## src/rtl/seg7_pkg.sv

```systemverilog
// rtl/seg7_pkg.sv - glyph table, FSM states and nibble lookup for seg7_multi_display
package seg7_pkg;

  // Active-high glyph bits, ordered {g,f,e,d,c,b,a}
  localparam logic [6:0] GLYPH_0     = 7'b0111111;
  localparam logic [6:0] GLYPH_1     = 7'b0000110;
  localparam logic [6:0] GLYPH_2     = 7'b1011011;
  localparam logic [6:0] GLYPH_3     = 7'b1001111;
  localparam logic [6:0] GLYPH_4     = 7'b1100110;
  localparam logic [6:0] GLYPH_5     = 7'b1101101;
  localparam logic [6:0] GLYPH_6     = 7'b1111101;
  localparam logic [6:0] GLYPH_7     = 7'b0000111;
  localparam logic [6:0] GLYPH_8     = 7'b1111111;
  localparam logic [6:0] GLYPH_9     = 7'b1100111;
  localparam logic [6:0] GLYPH_A     = 7'b1110111;
  localparam logic [6:0] GLYPH_B     = 7'b1111100;
  localparam logic [6:0] GLYPH_C     = 7'b0111001;
  localparam logic [6:0] GLYPH_D     = 7'b1011110;
  localparam logic [6:0] GLYPH_E     = 7'b1111001;
  localparam logic [6:0] GLYPH_F     = 7'b1110001;
  localparam logic [6:0] GLYPH_BLANK = 7'b0000000;
  localparam logic [6:0] GLYPH_DASH  = 7'b1000000;

  typedef enum logic [1:0] {ST_IDLE, ST_SHIFT, ST_COMMIT} state_t;

  function automatic logic [6:0] nibble_glyph(input logic [3:0] nib);
    case (nib)
      4'h0: return GLYPH_0;
      4'h1: return GLYPH_1;
      4'h2: return GLYPH_2;
      4'h3: return GLYPH_3;
      4'h4: return GLYPH_4;
      4'h5: return GLYPH_5;
      4'h6: return GLYPH_6;
      4'h7: return GLYPH_7;
      4'h8: return GLYPH_8;
      4'h9: return GLYPH_9;
      4'hA: return GLYPH_A;
      4'hB: return GLYPH_B;
      4'hC: return GLYPH_C;
      4'hD: return GLYPH_D;
      4'hE: return GLYPH_E;
      default: return GLYPH_F;
    endcase
  endfunction

endpackage

```

## src/rtl/bin2bcd_seq.sv

```systemverilog
// rtl/bin2bcd_seq.sv - captures a value and, in decimal mode, runs one double-dabble step per cycle
module bin2bcd_seq #(
  parameter int NUM_DIGITS = 4,
  parameter int BIN_W      = 14
) (
  input  logic                    clk,
  input  logic                    rst_n,
  input  logic                    start_i,
  input  logic [BIN_W-1:0]        value_i,
  input  logic                    dec_mode_i,
  output logic                    ready_o,
  output logic                    done_o,
  output logic [4*NUM_DIGITS-1:0] result_o,
  output logic                    ovf_o,
  output logic                    dec_o
);
  localparam int BCD_W = 4*NUM_DIGITS + 4;
  localparam int CNT_W = $clog2(BIN_W + 1);

  logic             busy_q, sticky_q, dec_q;
  logic [CNT_W-1:0] cnt_q;
  logic [BIN_W-1:0] val_q, sh_q;
  logic [BCD_W-1:0] bcd_q, adj;
  logic [63:0]      val_ext;
  logic             last;

  always_comb begin
    adj = bcd_q;
    for (int j = 0; j <= NUM_DIGITS; j++) begin
      if (bcd_q[4*j +: 4] >= 4'd5) adj[4*j +: 4] = bcd_q[4*j +: 4] + 4'd3;
    end
  end

  assign last     = busy_q && (cnt_q == CNT_W'(BIN_W - 1));
  assign ready_o  = ~busy_q;
  assign done_o   = last || (start_i && !busy_q && !dec_mode_i);
  assign val_ext  = 64'(val_q);
  assign dec_o    = dec_q;
  assign result_o = dec_q ? bcd_q[4*NUM_DIGITS-1:0] : val_ext[4*NUM_DIGITS-1:0];
  // Bits pushed out of the spare nibble are remembered so wide inputs still flag overflow
  assign ovf_o    = dec_q ? (sticky_q || (bcd_q[BCD_W-1 -: 4] != 4'd0))
                          : ((val_ext >> (4*NUM_DIGITS)) != 64'd0);

  always_ff @(posedge clk or negedge rst_n) begin
    if (!rst_n) begin
      busy_q   <= 1'b0;
      sticky_q <= 1'b0;
      dec_q    <= 1'b0;
      cnt_q    <= '0;
      val_q    <= '0;
      sh_q     <= '0;
      bcd_q    <= '0;
    end else if (start_i && !busy_q) begin
      val_q    <= value_i;
      sh_q     <= value_i;
      bcd_q    <= '0;
      sticky_q <= 1'b0;
      dec_q    <= dec_mode_i;
      cnt_q    <= '0;
      busy_q   <= dec_mode_i;
    end else if (busy_q) begin
      bcd_q    <= {adj[BCD_W-2:0], sh_q[BIN_W-1]};
      sh_q     <= sh_q << 1;
      sticky_q <= sticky_q | adj[BCD_W-1];
      cnt_q    <= cnt_q + CNT_W'(1);
      if (last) busy_q <= 1'b0;
    end
  end
endmodule

```

## src/rtl/seg7_multi_display.sv

```systemverilog
// rtl/seg7_multi_display.sv - multi-digit 7-segment driver with hex/decimal modes, blanking and blink
module seg7_multi_display
  import seg7_pkg::*;
#(
  parameter int NUM_DIGITS = 4,
  parameter int BIN_W      = 14,
  parameter bit ACTIVE_LOW = 1'b1,
  parameter int BLINK_DIV  = 25_000_000
) (
  input  logic                    clk,
  input  logic                    rst_n,
  input  logic                    load,
  input  logic [BIN_W-1:0]        value,
  input  logic                    dec_mode,
  input  logic                    blank_lz,
  input  logic                    blink_en,
  output logic                    ready,
  output logic                    done,
  output logic                    overflow,
  output logic [7*NUM_DIGITS-1:0] seg
);
  localparam int SEG_W = 7*NUM_DIGITS;
  localparam int BC_W  = (BLINK_DIV > 1) ? $clog2(BLINK_DIV) : 1;

  state_t                  state_q;
  logic                    ready_q, done_q, ovf_q, commit_q, ovf_pend_q, blink_phase_q;
  logic [SEG_W-1:0]        disp_q, codes_q, codes_d, seg_raw;
  logic [BC_W-1:0]         blink_cnt_q;
  logic                    accept, conv_ready, conv_done, conv_ovf, conv_dec, lead;
  logic [4*NUM_DIGITS-1:0] conv_result;

  assign accept = load && ready_q && conv_ready;

  bin2bcd_seq #(.NUM_DIGITS(NUM_DIGITS), .BIN_W(BIN_W)) u_conv (
    .clk        (clk),
    .rst_n      (rst_n),
    .start_i    (accept),
    .value_i    (value),
    .dec_mode_i (dec_mode),
    .ready_o    (conv_ready),
    .done_o     (conv_done),
    .result_o   (conv_result),
    .ovf_o      (conv_ovf),
    .dec_o      (conv_dec)
  );

  // Walk from the top digit down; lead stays set while every digit so far is zero
  always_comb begin
    codes_d = '0;
    lead    = 1'b1;
    for (int i = NUM_DIGITS-1; i >= 0; i--) begin
      if (conv_result[4*i +: 4] != 4'd0) lead = 1'b0;
      if (conv_ovf && conv_dec)
        codes_d[7*i +: 7] = GLYPH_DASH;
      else if (blank_lz && !conv_ovf && lead && (i != 0))
        codes_d[7*i +: 7] = GLYPH_BLANK;
      else
        codes_d[7*i +: 7] = nibble_glyph(conv_result[4*i +: 4]);
    end
  end

  // Codes are staged for one cycle so seg, done and ready all change on the same edge
  always_ff @(posedge clk or negedge rst_n) begin
    if (!rst_n) begin
      state_q    <= ST_IDLE;
      ready_q    <= 1'b1;
      done_q     <= 1'b0;
      ovf_q      <= 1'b0;
      commit_q   <= 1'b0;
      ovf_pend_q <= 1'b0;
      disp_q     <= '0;
      codes_q    <= '0;
    end else begin
      done_q   <= commit_q;
      commit_q <= 1'b0;
      if (commit_q) begin
        disp_q  <= codes_q;
        ovf_q   <= ovf_pend_q;
        ready_q <= 1'b1;
      end
      case (state_q)
        ST_IDLE: if (accept) begin
          ready_q <= 1'b0;
          state_q <= dec_mode ? ST_SHIFT : ST_COMMIT;
        end
        ST_SHIFT: if (conv_done) state_q <= ST_COMMIT;
        ST_COMMIT: begin
          codes_q    <= codes_d;
          ovf_pend_q <= conv_ovf;
          commit_q   <= 1'b1;
          state_q    <= ST_IDLE;
        end
        default: state_q <= ST_IDLE;
      endcase
    end
  end

  always_ff @(posedge clk or negedge rst_n) begin
    if (!rst_n) begin
      blink_cnt_q   <= '0;
      blink_phase_q <= 1'b0;
    end else if (blink_cnt_q == BC_W'(BLINK_DIV - 1)) begin
      blink_cnt_q   <= '0;
      blink_phase_q <= ~blink_phase_q;
    end else begin
      blink_cnt_q <= blink_cnt_q + BC_W'(1);
    end
  end

  always_comb begin
    seg_raw = (blink_en && blink_phase_q) ? '0 : disp_q;
    seg     = ACTIVE_LOW ? ~seg_raw : seg_raw;
  end

  assign ready    = ready_q;
  assign done     = done_q;
  assign overflow = ovf_q;
endmodule

```

## config.mk

```make
export PLATFORM = sky130hd
export DESIGN_NAME = seg7_multi_display
export DESIGN_NICKNAME = d
export VERILOG_FILES = /design/src/rtl/seg7_pkg.sv /design/src/rtl/bin2bcd_seq.sv /design/src/rtl/seg7_multi_display.sv
export SDC_FILE = /design/constraint.sdc
export NUM_CORES = 1
export LEC_CHECK = 0
export ABC_AREA = 0
export CORE_MARGIN = 1
export CORE_UTILIZATION = 50
export DETAILED_ROUTE_END_ITERATION = 7
export HOLD_SLACK_MARGIN = 0.03
export PLACE_DENSITY_LB_ADDON = 0.15
export RECOVER_POWER = 50
export SYNTH_ARGS = -nofsm -noshare
export SYNTH_HDL_FRONTEND = slang
export SYNTH_SLANG_ARGS = --single-unit
export TNS_END_PERCENT = 1
```

## constraint.sdc

```tcl
create_clock -name clk -period 2.58 [get_ports clk]
set_clock_uncertainty 0.05 [all_clocks]
set_input_delay 0.516 -clock clk [delete_from_list [all_inputs] [get_ports clk]]
set_output_delay 0.516 -clock clk [all_outputs]
set_load 0.02 [all_outputs]
```

# Word level (Yosys, flattened, before mapping)
# Memories as Yosys holds them, arrays and structs flattened.
# Cells that the tools add are included.
# Widths: inputs -> output; s select.
[totals]
memories = 4
register_bits = 144
word_cells = 104
inputBits = 20
rom_bits = 448
[memory_table]
columns = ["memory", "words", "width", "read_ports", "rd_clocked_by_memory_dff", "wr", "line", "text"]
rows = [
  ["(no name shown)", 16, 7, 1, 0, 0, "seg7_pkg.sv:27", "case (nib)"],
  ["(no name shown)", 16, 7, 1, 0, 0, "seg7_pkg.sv:27", ""],
  ["(no name shown)", 16, 7, 1, 0, 0, "seg7_pkg.sv:27", ""],
  ["(no name shown)", 16, 7, 1, 0, 0, "seg7_pkg.sv:27", ""],
]
[op_classes]
n_eq_ne = 6
n_mux = 38
n_lt_le_gt_ge = 5
n_reduce_logical = 23
bitwise = 4
n_addsub = 7
[op_table]
columns = ["operator", "count"]
rows = [
  ["$mux 7", 7],
  ["$mux 20", 2],
  ["$mux 14", 2],
  ["$mux 28", 1],
  ["$mux 4", 7],
  ["$not 28->28", 1],
  ["$add 25x1->25 const B", 1],
  ["$eq 25x25->1 const B", 1],
  ["$mux 25", 1],
  ["$add 4x2->4 const B", 5],
  ["$ge 4x3->1 const B", 5],
  ["$mux 16", 1],
  ["$reduce_bool 4->1", 4],
  ["$mux 1", 13],
  ["$logic_and 1x1->1", 11],
  ["$mux 2", 3],
  ["$add 4x1->4 const B", 1],
  ["$eq 4x4->1 const B", 1],
  ["$pmux 2 s2", 1],
  ["$logic_not 1->1", 3],
  ["$eq 2x1->1 const B", 1],
  ["$eq 2x2->1 const B", 1],
  ["$logic_not 2->1", 1],
  ["$logic_or 1x1->1", 2],
  ["6 further kinds", 7],
]

# Logic depth before layout (Yosys ltp)
[depth]
word_depth = 8
ltp_mapped = 9
ltp_nobuf = 7

# By module
# A second synthesis with hierarchy kept.
[unflattened]
cells_unflattened = 715
area_unflattened_um2 = 7492.2
[modules_own_cells]
columns = ["mod", "n_inst", "area_each_um2", "seq_area_each_um2", "cells_each"]
rows = [
  ["seg7_multi_display", 1, 4534.3, 2228.4, 440],
  ["bin2bcd_seq", 1, 2957.8, 1376.3, 275],
]

# Worst setup path after synthesis
# No wires, ideal clock.
[synth_timing]
path_kind = "register to register"
start = "reg u_conv.dec_q, in the netlist u_conv.dec_o"
end = "reg codes_q[10]"
t_arrival_ps = 2134
n_path_buf = 2
slack_ps = 275
path_stages_with_launch = 8
period_less_slack_ps = 2305
cell_sequence = "dfrtp_1 > buf_2 > buf_4 > mux2i_1 > ha_1 > nand4_1 > o31a_2 > a32o_1"
[synth_between]
elab_chain_len = 8
elab_cells_between_ends = 15
classes_between = "7 x mux; 7 x reduce/logical; 1 x memory"
[synth_lines]
columns = ["element", "line", "text"]
rows = [
  ["start: declaration", "bin2bcd_seq.sv:20", "logic busy_q, sticky_q, dec_q;"],
  ["start signal: assignment", "bin2bcd_seq.sv:58", "dec_q <= dec_mode_i;"],
  ["$mux 16", "bin2bcd_seq.sv:39", "assign result_o = dec_q ? bcd_q[4*NUM_DIGITS-1:0] : val_ext[4*NUM_DIGITS-1:0];"],
  ["$reduce_bool 4->1", "seg7_multi_display.sv:52", "if (conv_result[4*i +: 4] != 4'd0) lead = 1'b0;"],
  ["$mux 1 (3 in series)", "seg7_multi_display.sv:52", ""],
  ["$logic_and 1x1->1", "seg7_multi_display.sv:55", "else if (blank_lz && !conv_ovf && lead && (i != 0))"],
  ["$mux 7", "seg7_multi_display.sv:55", ""],
  ["$mux 7 *", "seg7_multi_display.sv:53", "if (conv_ovf && conv_dec)"],
  ["end signal: assignment", "seg7_multi_display.sv:88", "codes_q <= codes_d;"],
  ["end: declaration", "seg7_multi_display.sv:27", "logic [SEG_W-1:0] disp_q, codes_q, codes_d, seg_raw;"],
]
# Every way passes the cells marked *; elsewhere a longest branch is shown, timed or not.
# A chain may end at the register's enable or synchronous reset.

# Worst setup path in the final report
[layout_timing]
start = "in blink_en"
end = "out seg[20]"
[layout_between]
elab_chain_len = 3
[layout_lines]
columns = ["element", "line", "text"]
rows = [
  ["start: declaration", "seg7_multi_display.sv:16", "input logic blink_en,"],
  ["$logic_and 1x1->1", "seg7_multi_display.sv:111", "seg_raw = (blink_en && blink_phase_q) ? '0 : disp_q;"],
  ["$mux 28", "seg7_multi_display.sv:111", ""],
  ["$not 28->28", "seg7_multi_display.sv:112", "seg = ACTIVE_LOW ? ~seg_raw : seg_raw;"],
  ["end: declaration", "seg7_multi_display.sv:20", "output logic [7*NUM_DIGITS-1:0] seg"],
]
# Every way passes these cells.

==> metrics.txt <==
Cell Pwr Density slightly above 500 nW/um^2; maximum VDD drop approximately 0.45 mV; layout cells sized above 1 15.5%; drt total wl ~16000 um; post-synth top area share around 47%; NetSw between 900 and 1000 uW; # diodes 0; fillers between 1000 and 1500; Final GP Congestion 0.902; Setup crit start blink_en; CTS tree done; max_cap viols 1; minimum clock period roughly 2.5 ns; CP endpoint seg[20]; CP peak stage delay roughly 0.61 ns; #FFs+latches synth 144; initial core utilization 52.0%; die width around 130 um; Max Buffers Root-to-Sink 2; RSZ-0062 raised after global routing false; Std-Cell Rows 44; Slew @ Worst Pin approximately 1.8 ns; crit-path cells clkdlybuf4s50_1 -> nand2_1 -> buf_4 -> nand2_1 -> clkdlybuf4s50_1; Reg2Reg Depth 7; Pre-antenna DRT Iters 5; H-Tree Depth 4; clk slew on worst S/H paths approximately 0.06 ns; Net Sw Frac 20.7%; Vias around 5600; post-synthesis cell area 7670 um^2; All-Layer GR Usage between 20% and 30%; post-route setup TNS 0 ns; slew margin rel. -19.4%; number of setup violations in the final report 0; Yosys warnings 0; clk root buf clkbuf_16; Vias/cell ~5.7; Fmax achieved 0.392 GHz; Main synth FF type dfrtp_1; net count after synthesis approximately 800; critical path arrival approximately 2.0 ns; Synth area leader dfrtp_1; max-slew violations 32; R2R Path Start u_conv.dec_o$_DFFE_PN0N_; pre-CTS setup slack slightly below 0.03 ns; core area about 15000 um^2; num ports a little over 50; CTS Sinks ~140; Register Area between 3000 and 4000 um^2; outcome finished with violations; Final nets ~850; number of synthesized flops with an enable pin 0; Power Internal around 3700 uW; Detail Placement HPWL 11400 um; Syn Inst Count around 740; Leak between 0.004 and 0.005 uW; # DRC 0; async set-reset flop share out of synthesis 100%; startpoint types input pin; first-iteration detailed-routing DRC count 300; vias in the first global route 5567; Required @ worst endpoint about 2 ns; DRT antenna net count 0; clock share of power about half; failing checks capacitance limit, slew limit; multi-input logic area between 3000 and 4000 um^2; post-synthesis average cell area between 10 and 15 um^2; final hold violation count 0; fin worst setup slack 0.0317 ns; main area contributors after synthesis dfrtp_1 47%, mux2_2 8.5%, mux2i_1 5.7%; initial antenna violation count 0; Sequential Power Share around 48%; share of total power in combinational logic ~1.9%; post-CTS setup buffer count 0; slowest CP cell clkdlybuf4s50_1; Worst R2R End codes_q[7]$_DFFE_PN0P_; min-delay worst type reg2reg; gr ovfl total 0; R2R setup slack 0.32 ns; post-synthesis sequential area ratio between 40% and 50%; Chip Height 126 um; Worst setup EP type output pin; clock latency on the worst-skew pair 0.43 ns; period utilization between 90 and 100%; total CTS buffers 17; first-pass GRT wire length ~28000 um; worst-path fanout max 23; crit path kind in2out; synth unique cells 61; die area about 16000 um^2; port bufs 50; wire per inst roughly 16 um; pin count of the biggest net entering global routing 54; Area Growth Syn to Fin 17.6%
state kept, by name, summed over array words and instances (netlist names):
register,flops
blink_cnt_q,25
blink_phase_q,1
codes_q,28
commit_q,1
disp_q,28
done,1
overflow,1
ovf_pend_q,1
ready,1
state_q,2
u_conv.bcd_q,20
u_conv.busy_q,1
u_conv.cnt_q,4
u_conv.dec_o,1
u_conv.sh_q,14
u_conv.sticky_q,1
u_conv.val_q,14
timing repair:
item                                    4_1_cts  5_1_grt
endpoints found under the hold margin        42        0
resized for setup                             0        4
hold buffers                                  1        0
endpoints found under the setup margin        0        4
how the worst min path moves through the flow:
stage / start / end / cells after the start
global route: blink_cnt_q[0]$_DFF_PN0_ / blink_cnt_q[0]$_DFF_PN0_ / 1
global placement: blink_cnt_q[0]$_DFF_PN0_ / blink_cnt_q[0]$_DFF_PN0_ / 1
CTS: blink_cnt_q[0]$_DFF_PN0_ / blink_cnt_q[0]$_DFF_PN0_ / 1
finish: blink_cnt_q[0]$_DFF_PN0_ / blink_cnt_q[0]$_DFF_PN0_ / 1
detailed placement: blink_cnt_q[0]$_DFF_PN0_ / blink_cnt_q[0]$_DFF_PN0_ / 1
floorplan: rst_n / blink_cnt_q[0]$_DFF_PN0_ / 0
per-stage QoR:
step | cells | utilization [%] | cell area (um^2) | hold WS (ns) | power [uW]
after global routing | 989 | 61.1 | 9020 | 0.427 | 4850
after floorplan | 735 | - | 7670 | 0.170 | 2300
after CTS | 989 | 61.1 | 9020 | 0.405 | 4730
after detailed placement | 957 | 57.2 | 8440 | 0.397 | 2390
final | 989 | 61.1 | 9020 | 0.403 | 4680
after global placement | 957 | 57.2 | 8440 | 0.389 | 2390
layout make-up:
class / instances / area share [%]
Multi-Input combinational cell: 530 / 42.2
Clock buffer: 22 / 5.37
Inverter: 24 / 0.999
Clock inverter: 9 / 0.916
Sequential cell: 144 / 40.0
Timing Repair Buffer: 76 / 8.03
Tap cell: 184 / 2.55
synthesized netlist by cell type, drive strengths merged (8+ instances only):
cell type / count
dfrtp: 143
nand2: 109
mux2: 58
o21ai: 54
mux2i: 47
ha: 33
a21oi: 29
inv: 24
clkbuf: 22
nand3: 22
nor2: 18
nand2b: 16
buf: 15
xnor2: 15
nand4: 11
a32o: 9
xor2: 9
and4: 8
cells by family (layout without fill, tap and decap cells):
| kind of cell | count (synthesis) | in the layout | share of synthesized area, % |
|---|---|---|---|
| simple gates | 226 | 226 | 14.7 |
| flops | 144 | 144 | 47.0 |
| compound gates | 142 | 142 | 12.0 |
| mux | 105 | 105 | 14.8 |
| buf+inv | 61 | 131 | 3.39 |
| fa+ha+maj | 33 | 33 | 5.38 |
| xor+xnor | 24 | 24 | 2.74 |
critical path: cells and delay by family:
| kind | cells | cell delay (ns) |
|---|---|---|
| simple gates | 2 | 0.16 |
| buf+inv | 3 | 1.29 |
per-layer routing:
metal | GRT usage [%] | part of all wire, % | wire length, um | vias up
li1 | - | - | - | 2755
met1 | 29.1 | 46 | 7430 | 2744
met2 | 36.0 | 48 | 7760 | 115
met3 | 4.89 | 3.5 | 557 | 25
met4 | 8.15 | 2.0 | 319 | 0
met5 | 0 | 0 | 0 | -
power groups by stage:
stage / Combinational [uW] / Clock [uW] / Sequential, uW
after floorplan: 3.22 / 0 / 2300
after global placement: 91.9 / 0 / 2300
after detailed placement: 93.3 / 0 / 2300
after CTS: 95.0 / 2380 / 2260
after global routing: 102 / 2490 / 2260
final: 88.9 / 2330 / 2260
placed cells by master, fill, tap and decap left out, types with 8 or more instances in the layout:
cell,count
a32o_1,9
dfrtp_1,143
mux2_2,58
xor2_1,9
clkdlybuf4s50_1,45
clkbuf_16,17
buf_4,22
and4_1,8
nand4_1,10
nor2_1,18
nand2_1,109
xnor2_1,15
nand2b_1,16
nand3_1,22
inv_1,24
ha_1,33
o21ai_0,52
mux2i_1,44
a21oi_1,28
No activity file was read; power rests on OpenSTA's default activity.
